`src/rtl/mem_access_unit.sv`:
```
// MEM-stage data-memory access unit: issues loads/stores on a req/ack data bus,
// formats load data and presents the writeback triple to the MEM/WB register.
module mem_access_unit #(
    parameter int TIMEOUT = 255
) (
    input  logic        clk,
    input  logic        reset,
    input  logic        ex_memrd,
    input  logic        ex_memwr,
    input  logic [2:0]  ex_memtype,
    input  logic [31:0] ex_aluresult,
    input  logic [31:0] ex_wdata,
    input  logic        ex_regwr,
    input  logic [4:0]  ex_regdst_addr,
    output logic        mem_regwr,
    output logic [31:0] mem_data,
    output logic [4:0]  mem_regdst_addr,
    output logic        mem_stall,
    output logic        mem_addr_err,
    output logic        mem_bus_err,
    output logic        dbus_req,
    output logic        dbus_we,
    output logic [31:0] dbus_addr,
    output logic [3:0]  dbus_be,
    output logic [31:0] dbus_wdata,
    input  logic [31:0] dbus_rdata,
    input  logic        dbus_ack
);
    localparam int NUM_LANES = 4;

    typedef enum logic [1:0] {S_IDLE, S_WAIT, S_DONE} state_t;

    state_t      r_state, w_next;
    logic [7:0]  r_cnt, w_cnt_nxt;
    logic [31:0] r_rdata;
    logic        r_bus_err, w_bus_err_nxt;
    logic        w_busy, w_capture;

    logic        w_is_byte, w_is_half, w_unsigned, w_memop, w_misaligned, w_access;
    logic [7:0]  w_byte;
    logic [15:0] w_half;
    logic [31:0] w_load;

    assign w_is_byte    = (ex_memtype == 3'b000) || (ex_memtype == 3'b100);
    assign w_is_half    = (ex_memtype == 3'b001) || (ex_memtype == 3'b101);
    assign w_unsigned   = ex_memtype[2];
    assign w_memop      = ex_memrd | ex_memwr;
    assign w_misaligned = w_is_half ? ex_aluresult[0]
                        : (!w_is_byte && (ex_aluresult[1:0] != 2'b00));
    assign w_access     = w_memop & ~w_misaligned;

    // Per-lane byte enable and store-data replication.
    for (genvar i = 0; i < NUM_LANES; i++) begin : g_lane
        assign dbus_be[i] = w_is_byte ? (ex_aluresult[1:0] == 2'(i))
                          : w_is_half ? (ex_aluresult[1] == 1'(i / 2))
                          : 1'b1;
        assign dbus_wdata[8*i +: 8] = w_is_byte ? ex_wdata[7:0]
                                    : w_is_half ? ex_wdata[8*(i%2) +: 8]
                                    : ex_wdata[8*i +: 8];
    end

    assign dbus_addr = {ex_aluresult[31:2], 2'b00};
    assign dbus_we   = ex_memwr;

    always_comb begin
        w_byte = r_rdata[7:0];
        case (ex_aluresult[1:0])
            2'd0: w_byte = r_rdata[7:0];
            2'd1: w_byte = r_rdata[15:8];
            2'd2: w_byte = r_rdata[23:16];
            2'd3: w_byte = r_rdata[31:24];
            default: w_byte = r_rdata[7:0];
        endcase
        w_half = ex_aluresult[1] ? r_rdata[31:16] : r_rdata[15:0];
        if (w_is_byte)
            w_load = {{24{~w_unsigned & w_byte[7]}}, w_byte};
        else if (w_is_half)
            w_load = {{16{~w_unsigned & w_half[15]}}, w_half};
        else
            w_load = r_rdata;
    end

    always_ff @(posedge clk or negedge reset) begin
        if (!reset) begin
            r_state   <= S_IDLE;
            r_cnt     <= 8'd0;
            r_rdata   <= 32'd0;
            r_bus_err <= 1'b0;
        end else begin
            r_state   <= w_next;
            r_cnt     <= w_cnt_nxt;
            r_bus_err <= w_bus_err_nxt;
            if (w_capture)
                r_rdata <= dbus_rdata;
        end
    end

    // Ack has priority over the timeout when both land in the same WAIT cycle.
    always_comb begin
        w_next        = r_state;
        w_cnt_nxt     = r_cnt;
        w_bus_err_nxt = r_bus_err;
        w_busy        = 1'b0;
        w_capture     = 1'b0;
        case (r_state)
            S_IDLE: begin
                w_bus_err_nxt = 1'b0;
                if (w_access) begin
                    w_busy = 1'b1;
                    if (dbus_ack) begin
                        w_capture = 1'b1;
                        w_next    = S_DONE;
                    end else begin
                        w_cnt_nxt = 8'd0;
                        w_next    = S_WAIT;
                    end
                end
            end
            S_WAIT: begin
                w_busy    = 1'b1;
                w_cnt_nxt = r_cnt + 8'd1;
                if (dbus_ack) begin
                    w_capture = 1'b1;
                    w_next    = S_DONE;
                end else if (r_cnt == 8'(TIMEOUT - 1)) begin
                    w_bus_err_nxt = 1'b1;
                    w_next        = S_DONE;
                end
            end
            S_DONE: begin
                w_bus_err_nxt = 1'b0;
                w_next        = S_IDLE;
            end
            default: w_next = S_IDLE;
        endcase
    end

    // Request and stall drop as soon as reset asserts, even mid-access.
    assign dbus_req        = w_busy & reset;
    assign mem_stall       = w_busy & reset;
    assign mem_addr_err    = w_memop & w_misaligned;
    assign mem_bus_err     = r_bus_err;
    assign mem_regdst_addr = ex_regdst_addr;

    always_comb begin
        mem_data  = ex_aluresult;
        mem_regwr = ex_regwr;
        if (w_busy || mem_addr_err) begin
            mem_regwr = 1'b0;
        end else if (r_state == S_DONE) begin
            mem_regwr = ex_memrd & ex_regwr & ~r_bus_err;
            if (ex_memrd)
                mem_data = w_load;
        end
    end
endmodule
```
`config.mk`:
```
export PLATFORM = sky130hd
export DESIGN_NAME = mem_access_unit
export DESIGN_NICKNAME = d
export VERILOG_FILES = /design/src/rtl/mem_access_unit.sv
export SDC_FILE = /design/constraint.sdc
export NUM_CORES = 1
export LEC_CHECK = 0
export BUFFER_PORTS_ARGS = -buffer_cell sky130_fd_sc_hd__buf_2
export CAP_MARGIN = 20
export CORE_UTILIZATION = 33
export CTS_CLUSTER_DIAMETER = 40
export DETAILED_ROUTE_END_ITERATION = 16
export HOLD_SLACK_MARGIN = 0.06
export PLACE_DENSITY = 0.72
export SYNTH_ARGS = -nofsm -noshare
export SYNTH_HDL_FRONTEND = slang
export SYNTH_SLANG_ARGS = --single-unit
```
`constraint.sdc`:
```
create_clock -name clk -period 2.52 [get_ports clk]
set_input_delay 0.126 -clock clk [delete_from_list [all_inputs] [get_ports clk]]
set_output_delay 0.126 -clock clk [all_outputs]
set_load 0.05 [all_outputs]
```
Word level (Yosys, flattened, before mapping)
Index checks and enable logic that the tools add are counted.

cells by class
  add/subtract/negate cells = 1
  $mul = 0
  divide/modulo/power cells = 0
  $lt $le $gt $ge = 0
  eq/ne operators = 14
  shifts and indexed selects = 0
  muxes and demuxes = 37
  bitwise logic cells = 12
  reduce and logical (&&, ||, !) cells = 15

operators with widths
  kind                 number
  $mux 32              5
  $mux 8               7
  $pmux 8 s4           1
  $mux 16              1
  $pmux 8 s2           1
  $mux 1               14
  $add 8x1->8 const B  1
  $eq 8x8->1 const B   1
  $mux 2               4
  $ne 2x2->1 const B   4
  $and 1x1->1          7
  $eq 2x2->1 const B   3
  $eq 3x3->1 const B   2
  $pmux 1 s2           3
  $reduce_and 3->1     2
  $reduce_bool 2->1    3
  $eq 2x1->1 const B   2
  $logic_not 2->1      2
  $not 1->1            4
  $pmux 2 s2           1
  $eq 3x1->1 const B   1
  $logic_not 3->1      1
  $logic_or 1x1->1     3
  $ne 3x3->1 const B   1
  5 further kinds      5

word-level totals
  flip-flop bits (word level) = 43
  latch bits = 0
  memory bits (writable) = 0
  bits in read-only memories = 0
  input bits = 110
  logic and storage cells = 83
  memories kept = 0

Depth between registers and ports, before layout
  depth in word-level cells = 11
  depth in mapped cells = 7
  depth with buffers taken out = 5

Least setup slack after synthesis
No wires, ideal clock.

  path kind = input -> output
  start point = input ex_memtype[0]
  end point = output mem_regwr
  data arrival time = 3.297 ns
  data required time = 2.394 ns
  setup slack = -0.903 ns
  stages on the path = 4
  path buffers = 1
  path through = buf_2 nand2_1 a21oi_1 a2111oi_0

between the ends
  elaborated cells on any way between the ends = 16

RTL lines
  element                                               RTL line  text
  start: declaration                                    10        input logic [2:0] ex_memtype,
  $eq 3x3->1 / $logic_not 3->1 (equally long branches)  44        assign w_is_byte = (ex_memtype == 3'b000) || (ex_memtype == 3'b100);
  $logic_or 1x1->1                                      44
  $logic_not 1->1                                       49        : (!w_is_byte && (ex_aluresult[1:0] != 2'b00));
  $logic_and 1x1->1                                     49
  $mux 1 *                                              48        assign w_misaligned = w_is_half ? ex_aluresult[0]
  $and 1x1->1 *                                         141       assign mem_addr_err = w_memop & w_misaligned;
  via mem_addr_err                                      19        output logic mem_addr_err,
  $logic_or 1x1->1 *                                    148       if (w_busy || mem_addr_err) begin
  $mux 1 *                                              148
  end: declaration                                      15        output logic mem_regwr,

The timed path passes the listed nets; every way through them passes the cells marked *.

Final worst setup path
  start point = register r_state[0]
  end point = output mem_data[2]

between the ends
  longest elaborated chain between the ends = 4
  elaborated cells on any way between the ends = 7

RTL lines
  element                                               RTL line  text
  start: declaration                                    33        state_t r_state, w_next;
  start signal: assignment                              90        r_state <= w_next;
  $eq 2x1->1 / $logic_not 2->1 (equally long branches)  105       case (r_state)
  $pmux 1 s2                                            105
  $logic_or 1x1->1                                      148
  $mux 32 *                                             148
  end: declaration                                      16        output logic [31:0] mem_data,

Every way passes the cells marked *; elsewhere a longest branch is shown, timed or not.

==> impl_metrics.yaml <==
cells_and_area:
  fill_cells: 1036
  area_growth_pct: 29.5
  drive_gt1_share_pct: 48.3
  n_antenna_cell: 0
  layout.nets: 689
sta:
  post-route-period-util_pct: 94.7
  final_hold_viol_count: 0
  clock.fmax_mhz: 419
  clock_skew_ns: 0.00309
  setup_tns_ns: 0
  tightest_slew_ns: 0.725
  setup_viol: 0
  min_period_ns: 2.39
  rsz0062_at_grt: "no"
  slew_headroom_pct: 50.4
  drv_slew: 0
synthesis:
  ys.flop_type: "dfrtp_1"
  synthTopCellsByArea: "dfrtp_1 (30%), mux2_2 (14%), buf_4 (10%), a21oi_1 (6.0%), nand2_1 (4.3%)"
  async_reset_ff_share_pct: 100
  synth_top_area_share_pct: 30.0
  syn_avg_cell_area_sq_um: 8.71
  ys_seq_area_share_pct: 30.0
  netlist_instances: 411
  yosys_warnings: 0
  synth_largest_area_cell: "dfrtp_1"
  synthMostInstantiatedCell: "buf_4"
  synth_common_cells: "buf_4 (49), a21oi_1 (43), dfrtp_1 (43), mux2_2 (43), nand2_1 (41)"
  ys_ff_latch: 43
  synth_cell_type_count: 48
  synth-edff-count: 0
  synth_area_sq_um: 3580
global_routing:
  first_global_vias: 3526
  track_usage_pct: 20.2
  grt.overflow.total: 0
  antenna_found_initial: 0
  grt_max_degree: 44
  grt_pass1_wl_um: 17800
critical_path:
  start_kind: "register"
  worstPathMaxFanout: 32
  crit_required_ns: 2.39
  crit_arrival_ns: 2.26
  end_kind: "primary output"
  path_class: "register to primary output"
cts:
  tritoncts: "built"
  clock_sinks: 43
  clock-root-buffer: "clkbuf_8"
  max-clock-path-buffers: 2
  clk_latency_ns: 0.29
  clkTransAtPathRegs_ns: 0.08
  numCtsBuffers: 5
  ctsHtreeMaxLevel: 2
routing:
  vias: 3726
  wl_per_cell_um: 16.7
  drt-met1-wl_um: 4640
  viasPerCell: 5.22
  first_pass_iters: 5
  wirelength_um: 11900
  wl_met2_um: 6240
  drtAntennaViolNets: 0
  drt_iter0_drc: 165
  drc: 0
  dr_wl_met3_um: 782
  top_layer: "met4"
power_and_ir_drop:
  peakVddDrop_v: 0.000316
  finalPower_w: 0.00276
  power.leakage_nw: 2.26
  p_per_area_nw_per_um2: 596
floorplanning:
  dieArea_sq_um: 11300
  start_util_pct: 34.4
  die_h_um: 106
  die_w_um: 106
  coreArea_sq_um: 10400
  rows: 37
  ios: 221
placed_design:
  gp_congestion: 0.788
  dpl.hpwl_um: 9220
  numPortBuffers: 208
job:
  maxCapViolations: 0
run_status:
  status: "finished clean"
hold_path:
  hold_class: "input pin to register"
-- final timing paths --
path,start,endpoint,slack [ns],depth (start not counted)
worst max-delay path,r_state[0]$_DFFE_PN0P_,mem_data[2],0.13,6
worst min-delay path,dbus_rdata[1],r_rdata[1]$_DFFE_PN0P_,0.06,2
worst max register to register,r_state[0]$_DFFE_PN0P_,r_rdata[8]$_DFFE_PN0P_,0.77,4
worst min register to register,r_rdata[0]$_DFFE_PN0P_,r_rdata[0]$_DFFE_PN0P_,0.52,1
max in group asynchronous,reset,r_rdata[18]$_DFFE_PN0P_,1.66,3
min in group asynchronous,reset,r_cnt[3]$_DFFE_PN0P_,0.46,3
-- logic make-up after synthesis --
logic type	Yosys count	share of synthesized area (%)
muxes	62	19.0
and+or+nand+nor	115	15.8
AOI/OAI and AO/OA	107	19.6
DFF	43	30.0
other	1	0.105
buffers and inverters	81	14.7
adders and majority gates	2	0.699
-- area by class of cell --
| type | instances | area (sq um) | share of cell area [%] |
|---|---|---|---|
| Clock buffer | 7 | 76.3 | 1.65 |
| Clock inverter | 1 | 5.00 | 0.108 |
| Inverter | 6 | 22.5 | 0.486 |
| Multi-Input combinational cell | 288 | 2000 | 43.0 |
| Sequential cell | 43 | 1080 | 23.2 |
| Tap cell | 136 | 170 | 3.67 |
| Timing Repair Buffer | 233 | 1290 | 27.9 |
-- placed cells by master (no fill, tap or decap), types with 2 or more instances in the layout --
cell type / Yosys / routed
buf_2: 13 / 207
a21oi_1: 43 / 43
mux2_2: 43 / 43
dfrtp_1: 43 / 43
nand2_1: 41 / 41
nor2_1: 34 / 34
o21ai_0: 16 / 16
mux2i_1: 14 / 14
dlygate4sd3_1: 0 / 13
buf_4: 49 / 10
a22o_1: 8 / 8
a22oi_1: 8 / 8
nand3_1: 7 / 7
inv_1: 5 / 5
nor2b_1: 5 / 5
o31ai_1: 5 / 5
o211ai_1: 5 / 5
mux2_1: 5 / 5
clkbuf_8: 0 / 5
or3_1: 4 / 4
nand2b_1: 4 / 4
a2111oi_0: 5 / 4
a211o_1: 4 / 4
a31oi_1: 4 / 4
and4_1: 3 / 3
nor4b_1: 3 / 3
or4_1: 3 / 3
nor3_1: 2 / 2
a21o_1: 2 / 2
o21bai_1: 2 / 2
ha_1: 2 / 2
conb_1: 1 / 2
clkbuf_1: 7 / 2
buf_12: 0 / 2
-- report_power, final --
group          leakage (nW)  internal, W  switching, W
sequential            0.525     0.000867      0.000196
combinational          1.69     0.000454      0.000814
clock                0.0422     0.000195      0.000236
total                  2.26      0.00152       0.00125
-- per-layer routing --
layer,GRT usage (%),vias up
met5,0,-
met4,5.85,0
met3,3.13,18
met2,38.3,189
met1,23.0,1759
li1,-,1760
-- timing repair --
action | 4_1_cts | 5_1_grt
hold buffers | 12 | 1
setup endpoints to repair | 16 | 16
setup buffers | 0 | 1
pin swaps | 0 | 1
endpoints found under the hold margin | 54 | 1
resized for setup | 1 | 1
-- metrics by stage --
step	cell area, sq um	hold slack, ns	utilization [%]	std cells	setup WS [ns]
after detailed placement	4400	0.252	42.2	692	0.190
final	4640	0.0635	44.5	714	0.134
after floorplan	3590	-0.170	-	412	0.0892
after CTS	4600	0.0609	44.2	712	0.102
after global placement	4400	0.252	42.2	692	0.234
after global routing	4640	0.0626	44.5	714	0.0265
-- worst max-delay path, cell delays in order, from the launching register on --
cell and delay (ns):
dfrtp_1 0.49, nor2b_1 0.31, and4_1 0.33, buf_6 0.29
nor2_1 0.08, a31oi_1 0.17, buf_2 0.29
-- state kept, by name, indices dropped and copies added (netlist names) --
name / count
mem_bus_err: 1
r_rdata: 32
r_cnt: 8
r_state: 2
No activity file was read; power rests on OpenSTA's default activity.
